`src/rtl/mini_risc_pkg.sv`:
```
// Mini RISC shared definitions: instruction field positions, format codes,
// loader states and the NOP word.
package mini_risc_pkg;

    localparam int OPCODE_MSB = 31;
    localparam int OPCODE_LSB = 26;
    localparam int RS_MSB     = 25;
    localparam int RS_LSB     = 21;
    localparam int RT_MSB     = 20;
    localparam int RT_LSB     = 16;
    localparam int RD_MSB     = 15;
    localparam int RD_LSB     = 11;
    localparam int FUNCT_MSB  = 3;
    localparam int FUNCT_LSB  = 0;
    localparam int IMM16_MSB  = 15;
    localparam int IMM16_LSB  = 0;
    localparam int IMM26_MSB  = 25;
    localparam int IMM26_LSB  = 0;

    typedef enum logic [1:0] {
        FMT_R   = 2'b00,
        FMT_I   = 2'b01,
        FMT_J   = 2'b10,
        FMT_ILL = 2'b11
    } fmt_e;

    typedef enum logic [1:0] {
        LD_IDLE = 2'd0,
        LD_LOAD = 2'd1,
        LD_DONE = 2'd2
    } load_state_e;

    localparam logic [31:0] NOP_WORD = 32'h0000_0000;

endpackage

```
`src/rtl/instr_encode_loader_if.sv`:
```
// Field-bundle handshake plus instruction-memory write port of the loader.
interface instr_encode_loader_if #(
    parameter int ADDR_W = 8
);
    logic              in_valid;
    logic              in_ready;
    logic [1:0]        fmt;
    logic [5:0]        opcode;
    logic [4:0]        rs;
    logic [4:0]        rt;
    logic [4:0]        rd;
    logic [3:0]        funct;
    logic [15:0]       imm16;
    logic [25:0]       imm26;
    logic              imem_we;
    logic [ADDR_W-1:0] imem_addr;
    logic [31:0]       imem_wdata;

    modport master (
        output in_valid, fmt, opcode, rs, rt, rd, funct, imm16, imm26,
        input  in_ready, imem_we, imem_addr, imem_wdata
    );

    modport slave (
        input  in_valid, fmt, opcode, rs, rt, rd, funct, imm16, imm26,
        output in_ready, imem_we, imem_addr, imem_wdata
    );
endinterface

```
`src/rtl/instr_field_packer.sv`:
```
// Combinational packer: maps an instruction format and its fields onto a
// 32-bit Mini RISC word. The illegal format packs to the NOP word.
module instr_field_packer
    import mini_risc_pkg::*;
(
    input  logic [1:0]  fmt,
    input  logic [5:0]  opcode,
    input  logic [4:0]  rs,
    input  logic [4:0]  rt,
    input  logic [4:0]  rd,
    input  logic [3:0]  funct,
    input  logic [15:0] imm16,
    input  logic [25:0] imm26,
    output logic [31:0] word
);

    always_comb begin
        word = NOP_WORD;
        case (fmt)
            FMT_R: begin
                word[OPCODE_MSB:OPCODE_LSB] = opcode;
                word[RS_MSB:RS_LSB]         = rs;
                word[RT_MSB:RT_LSB]         = rt;
                word[RD_MSB:RD_LSB]         = rd;
                word[FUNCT_MSB:FUNCT_LSB]   = funct;
            end
            FMT_I: begin
                word[OPCODE_MSB:OPCODE_LSB] = opcode;
                word[RS_MSB:RS_LSB]         = rs;
                word[RT_MSB:RT_LSB]         = rt;
                word[IMM16_MSB:IMM16_LSB]   = imm16;
            end
            FMT_J: begin
                word[OPCODE_MSB:OPCODE_LSB] = opcode;
                word[IMM26_MSB:IMM26_LSB]   = imm26;
            end
            default: word = NOP_WORD;
        endcase
    end

endmodule

```
`src/rtl/instr_encode_loader.sv`:
```
// Instruction encoder/loader: packs field bundles and writes them to imem
// sequentially from address 0. Optional macro ENC_FMT_CHECK_EN drops illegal formats and flags err.
module instr_encode_loader
    import mini_risc_pkg::*;
#(
    parameter int ADDR_W = 8,
    parameter int DEPTH  = 256
) (
    input  logic                 clk,
    input  logic                 rst_n,
    input  logic                 start,
    input  logic                 finish,
    instr_encode_loader_if.slave bus,
    output logic [ADDR_W:0]      word_count,
    output logic                 done,
    output logic                 err
);

    localparam logic [1:0] IDLE = LD_IDLE;
    localparam logic [1:0] LOAD = LD_LOAD;
    localparam logic [1:0] DONE = LD_DONE;

    localparam logic [ADDR_W:0] DEPTH_C = (ADDR_W + 1)'(DEPTH);

    logic [1:0]      state;
    logic [31:0]     packed_word;
    logic [ADDR_W:0] wc_next;
    logic            accept;
    logic            fmt_ill;
    logic            wr_en;

    instr_field_packer u_packer (
        .fmt    (bus.fmt),
        .opcode (bus.opcode),
        .rs     (bus.rs),
        .rt     (bus.rt),
        .rd     (bus.rd),
        .funct  (bus.funct),
        .imm16  (bus.imm16),
        .imm26  (bus.imm26),
        .word   (packed_word)
    );

    assign bus.in_ready = (state == LOAD) && (word_count < DEPTH_C);
    assign accept       = bus.in_valid && bus.in_ready;
    assign done         = (state == DONE);
    assign wc_next      = word_count + 1'b1;

`ifdef ENC_FMT_CHECK_EN
    assign fmt_ill = (bus.fmt == FMT_ILL);
`else
    assign fmt_ill = 1'b0;
`endif

    // An illegal bundle is still consumed (accept) but never reaches memory.
    assign wr_en = accept && !fmt_ill;

    always_ff @(posedge clk or negedge rst_n) begin
        if (!rst_n) begin
            state          <= IDLE;
            word_count     <= '0;
            bus.imem_we    <= 1'b0;
            bus.imem_addr  <= '0;
            bus.imem_wdata <= '0;
        end else begin
            bus.imem_we <= 1'b0;
            case (state)
                IDLE, DONE: begin
                    if (start) begin
                        state      <= LOAD;
                        word_count <= '0;
                    end
                end
                LOAD: begin
                    if (wr_en) begin
                        bus.imem_we    <= 1'b1;
                        bus.imem_addr  <= word_count[ADDR_W-1:0];
                        bus.imem_wdata <= packed_word;
                        word_count     <= wc_next;
                        if (wc_next == DEPTH_C) begin
                            state <= DONE;
                        end
                    end else if (!accept && finish) begin
                        // finish only wins in a cycle with no accept
                        state <= DONE;
                    end
                end
                default: state <= IDLE;
            endcase
        end
    end

`ifdef ENC_FMT_CHECK_EN
    always_ff @(posedge clk or negedge rst_n) begin
        if (!rst_n) begin
            err <= 1'b0;
        end else if ((state != LOAD) && start) begin
            err <= 1'b0;
        end else if (accept && fmt_ill) begin
            err <= 1'b1;
        end
    end
`else
    assign err = 1'b0;
`endif

endmodule

```
`src/flat_wrapper.sv`:
```
// flat-port wrapper written by rule: the top's interface ports become plain ports
module instr_encode_loader_flat import mini_risc_pkg::*;
#(
    parameter int ADDR_W = 8,
    parameter int DEPTH  = 256
)
  (clk, rst_n, start, finish, word_count, done, err, bus_in_valid, bus_fmt, bus_opcode, bus_rs, bus_rt, bus_rd, bus_funct, bus_imm16, bus_imm26, bus_in_ready, bus_imem_we, bus_imem_addr, bus_imem_wdata);
  instr_encode_loader_if #(.ADDR_W(ADDR_W)) bus_i ();
  input  logic clk;
  input  logic rst_n;
  input  logic start;
  input  logic finish;
  output logic [ADDR_W:0] word_count;
  output logic done;
  output logic err;
  input wire logic [$bits(bus_i.in_valid)-1:0] bus_in_valid;
  input wire logic [$bits(bus_i.fmt)-1:0] bus_fmt;
  input wire logic [$bits(bus_i.opcode)-1:0] bus_opcode;
  input wire logic [$bits(bus_i.rs)-1:0] bus_rs;
  input wire logic [$bits(bus_i.rt)-1:0] bus_rt;
  input wire logic [$bits(bus_i.rd)-1:0] bus_rd;
  input wire logic [$bits(bus_i.funct)-1:0] bus_funct;
  input wire logic [$bits(bus_i.imm16)-1:0] bus_imm16;
  input wire logic [$bits(bus_i.imm26)-1:0] bus_imm26;
  output wire logic [$bits(bus_i.in_ready)-1:0] bus_in_ready;
  output wire logic [$bits(bus_i.imem_we)-1:0] bus_imem_we;
  output wire logic [$bits(bus_i.imem_addr)-1:0] bus_imem_addr;
  output wire logic [$bits(bus_i.imem_wdata)-1:0] bus_imem_wdata;
  assign bus_i.in_valid = bus_in_valid;
  assign bus_i.fmt = bus_fmt;
  assign bus_i.opcode = bus_opcode;
  assign bus_i.rs = bus_rs;
  assign bus_i.rt = bus_rt;
  assign bus_i.rd = bus_rd;
  assign bus_i.funct = bus_funct;
  assign bus_i.imm16 = bus_imm16;
  assign bus_i.imm26 = bus_imm26;
  assign bus_in_ready = bus_i.in_ready;
  assign bus_imem_we = bus_i.imem_we;
  assign bus_imem_addr = bus_i.imem_addr;
  assign bus_imem_wdata = bus_i.imem_wdata;
  instr_encode_loader #(.ADDR_W(ADDR_W), .DEPTH(DEPTH)) u_core (.clk(clk), .rst_n(rst_n), .start(start), .finish(finish), .bus(bus_i), .word_count(word_count), .done(done), .err(err));
endmodule
```
`config.mk`:
```
export PLATFORM = sky130hd
export DESIGN_NAME = instr_encode_loader_flat
export DESIGN_NICKNAME = d
export VERILOG_FILES = /design/src/rtl/mini_risc_pkg.sv /design/src/rtl/instr_encode_loader_if.sv /design/src/rtl/instr_field_packer.sv /design/src/rtl/instr_encode_loader.sv /design/src/flat_wrapper.sv
export SDC_FILE = /design/constraint.sdc
export NUM_CORES = 1
export LEC_CHECK = 0
export ABC_CLOCK_PERIOD_IN_PS = 3300
export BUFFER_PORTS_ARGS = -buffer_cell sky130_fd_sc_hd__buf_2
export CAP_MARGIN = 20
export CORE_UTILIZATION = 50
export DETAILED_ROUTE_END_ITERATION = 7
export GPL_TIMING_DRIVEN = 0
export PLACE_DENSITY = 0.85
export SLEW_MARGIN = 20
export SYNTH_ARGS = -nofsm -noshare
export SYNTH_HDL_FRONTEND = slang
export SYNTH_HIERARCHICAL = 1
export SYNTH_SLANG_ARGS = --single-unit
```
`constraint.sdc`:
```
create_clock -name clk -period 3.3 [get_ports clk]
set_input_delay 0.66 -clock clk [delete_from_list [all_inputs] [get_ports clk]]
set_output_delay 0.66 -clock clk [all_outputs]
set_load 0.05 [all_outputs]
```
==> run summary <==
Status -> completed
Clock tree buffer depth -> 2
Synth area leaders -> dfrtp_1 48%, nand2_1 19%, o21ai_0 3.7%
Number of flops mapped to enable cells by yosys -> 0
Max-cap violation count -> 0
Worst Path Max Fanout -> 9
CTS tree -> built
Share of flip-flops with an asynchronous set or reset -> 1.00
Area leader, netlist -> dfrtp_1
Number of I/O port buffers -> 125
# IOs -> 127
Actual slew at the worst max-slew pin -> 0.648 ns
Finished layout cell area -> 3530 um2
Main combinational cell family by area after synthesis -> simple AND/OR/NAND/NOR gates
Die Width -> 75.7 um
Worst relative slew slack -> 0.568
P per Cell Area -> 816 nW/um2
Peak supply drop -> 0.000485 V
Internal power -> 1370 uW
Grt ovf -> 0
Final cell count without fillers -> 535
Worst min-delay path class -> input pin to async pin
Setup CP Type -> flop to output pin
Total number of vias -> 2832
Die height -> 75.7 um
XOR/XNOR Fraction of Synth Area -> 0.00645
Register area share after synthesis -> 0.479
Routed WL -> 6880 um
HPWL after DPL -> 5130 um
RePlAce Congestion -> 0.873
Synthesized area -> 2720 um2
Mean Syn Cell Area -> 8.19 um2
Clock skew -> 0.0127 ns
Inst Count DP -> 527
Reg power frac -> 0.334
Yosys warnings -> 6
Final setup violation count -> 0
Max Slew Vio Count -> 0
Antenna diodes -> 0
TritonCTS Buffers -> 5
Leak pwr -> 0.00200 uW
Post-CTS Resized -> 0
H-tree levels -> 2
Sw Ratio -> 0.525
Clock network power share -> 0.130
Core footprint -> 5170 um2
Worst EP required -> 2.64 ns
Startpoint types -> flop
DRC violations left -> 0
Adder-cell share of the synthesized area -> 0.0230
Most numerous cell in the Yosys netlist -> nand2_1
Initial core utilization -> 0.525
Initial DRC Count -> 210
Cell Area, Placed -> 3430 um2
Max Freq -> 484 MHz
Post-synth top cells -> 138 x nand2_1, 52 x dfrtp_1, 20 x o21ai_0
Simple-Gate Fraction of Synth Area -> 0.289
Total track usage -> 0.243
Switching Power -> 1510 uW
First-pass GRT wire length -> 10600 um
DRT Pass-1 Iters -> 7
Synth Area in Compound Gates -> 0.130
Via count of the first global-routing pass -> 2407
Initial antenna violation count -> 0
Register bit total from synthesis -> 52
Setup bufs post-CTS -> 0
Arr. time, crit path -> 1.41 ns
Synth top area share -> 0.479
Area grow syn2layout -> 29.8%
Final period util -> 0.626
Syn Nets -> 411
Sink Count -> 52
RSZ-0062 raised after global routing -> false
Die ar. -> 5730 um2
Row count -> 26
Setup_tns -> 0 ns
Netlist cell types -> 35
Count of nets after finishing -> 543
Final worst path period need -> 2.07 ns
Root buf cell -> clkbuf_8
Syn Inst Count -> 332
Mux cell area share after synthesis -> 0.0110
Fin. Hold Viols -> 0
Post-detailed-route wirelength per cell -> 12.9 um
Clk slew on worst S/H paths -> 0.10 ns
Via density per instance -> 5.29
Worst Setup End Kind -> output pin
DRT antenna net count -> 0
Largest net degree at the start of global routing -> 53
Primary FF master, synth -> dfrtp_1
Comb pwr share -> 0.536
Hold buffers post-CTS -> 0
Clock Latency Late Sink -> 0.30 ns
Proportion of layout cells with a drive suffix above 1 -> 0.312
-- critical path, cell delays in order, from the launching register on --
cell,delay (ns)
dfrtp_1,0.33
clkbuf_1,0.26
nand2b_1,0.14
nor2_1,0.10
buf_2,0.26
-- worst paths after layout --
kind | cells past startpoint | end | slack (ns) | startpoint
worst min-delay path | 1 | u_core/bus.imem_wdata[21] | 0.38 | rst_n
max in group asynchronous | 1 | u_core/bus.imem_wdata[31] | 2.48 | rst_n
worst max-delay path | 4 | bus_in_ready | 1.23 | u_core/state[0]
min in group clk | 2 | u_core/bus.imem_wdata[12] | 0.48 | u_core/bus.imem_wdata[12]
worst max register to register | 7 | u_core/bus.imem_wdata[9] | 1.34 | u_core/state[0]
worst min register to register | 2 | u_core/bus.imem_wdata[12] | 0.48 | u_core/bus.imem_wdata[12]
-- layout by cell type (no fill, tap or decap), types with 2 or more instances in the layout --
cell / instances
nand2_1: 138
nor2_1: 17
clkbuf_1: 10
nor3b_1: 6
a31oi_1: 3
nor2b_1: 9
a222oi_1: 9
mux2i_1: 3
nand3_1: 4
xnor2_1: 2
dfrtp_1: 52
nand2b_1: 3
buf_6: 6
a22oi_1: 7
buf_4: 2
buf_2: 129
buf_1: 4
inv_1: 4
a21oi_1: 11
o21ai_0: 20
clkbuf_8: 6
ha_1: 5
-- flip-flops by register name (all words and copies together) (netlist names) --
signal / flops
u_core/bus.imem_wdata: 32
u_core/bus.imem_addr: 8
u_core/state: 2
u_core/bus.imem_we: 1
u_core/word_count: 9
-- cells by family (layout without fill, tap and decap cells) --
logic type | Yosys count | count (layout)
fa+ha+maj | 5 | 5
xor+xnor | 2 | 2
other cells | 1 | 1
flops | 52 | 52
compound gates | 54 | 54
buf+inv | 29 | 162
mux | 3 | 3
simple gates | 186 | 186
-- per-stage QoR --
stage          total power [uW]  utilization  hold WS (ns)  setup WS, ns
3_5_place_dp               2520        0.664         0.457          1.06
2_1_floorplan              2120            -         0.364          1.13
5_1_grt                    3050        0.682         0.435          1.07
6_report                   2880        0.682         0.378          1.23
4_1_cts                    2900        0.682         0.409          1.22
3_3_place_gp               2490        0.663         0.455          1.12
-- power by group through the flow --
stage | combinational [uW] | clock, uW | sequential, uW
global placement | 1530 | 0 | 967
CTS | 1550 | 387 | 964
floorplan | 423 | 0 | 1700
finish | 1540 | 373 | 962
global route | 1650 | 409 | 990
detailed placement | 1550 | 0 | 977
-- area by class of cell --
cell class | count | area, um2
Buffer | 25 | 149
Sequential cell | 52 | 1300
Tap cell | 70 | 87.6
Clock buffer | 7 | 86.3
Inverter | 4 | 15.0
Multi-Input combinational cell | 251 | 1250
Fill cell | 452 | 1650
Timing Repair Buffer | 125 | 628
Clock inverter | 1 | 7.51
-- routing by layer --
layer / up-vias / track usage / wire (um) / share of wire
li1: 1364 / - / - / -
met1: 1340 / 0.306 / 2860 / 0.42
met2: 116 / 0.419 / 3420 / 0.50
met3: 12 / 0.0489 / 490 / 0.071
met4: 0 / 0.0844 / 116 / 0.017
met5: - / 0 / 0 / 0
No activity file was read; power rests on OpenSTA's default activity.
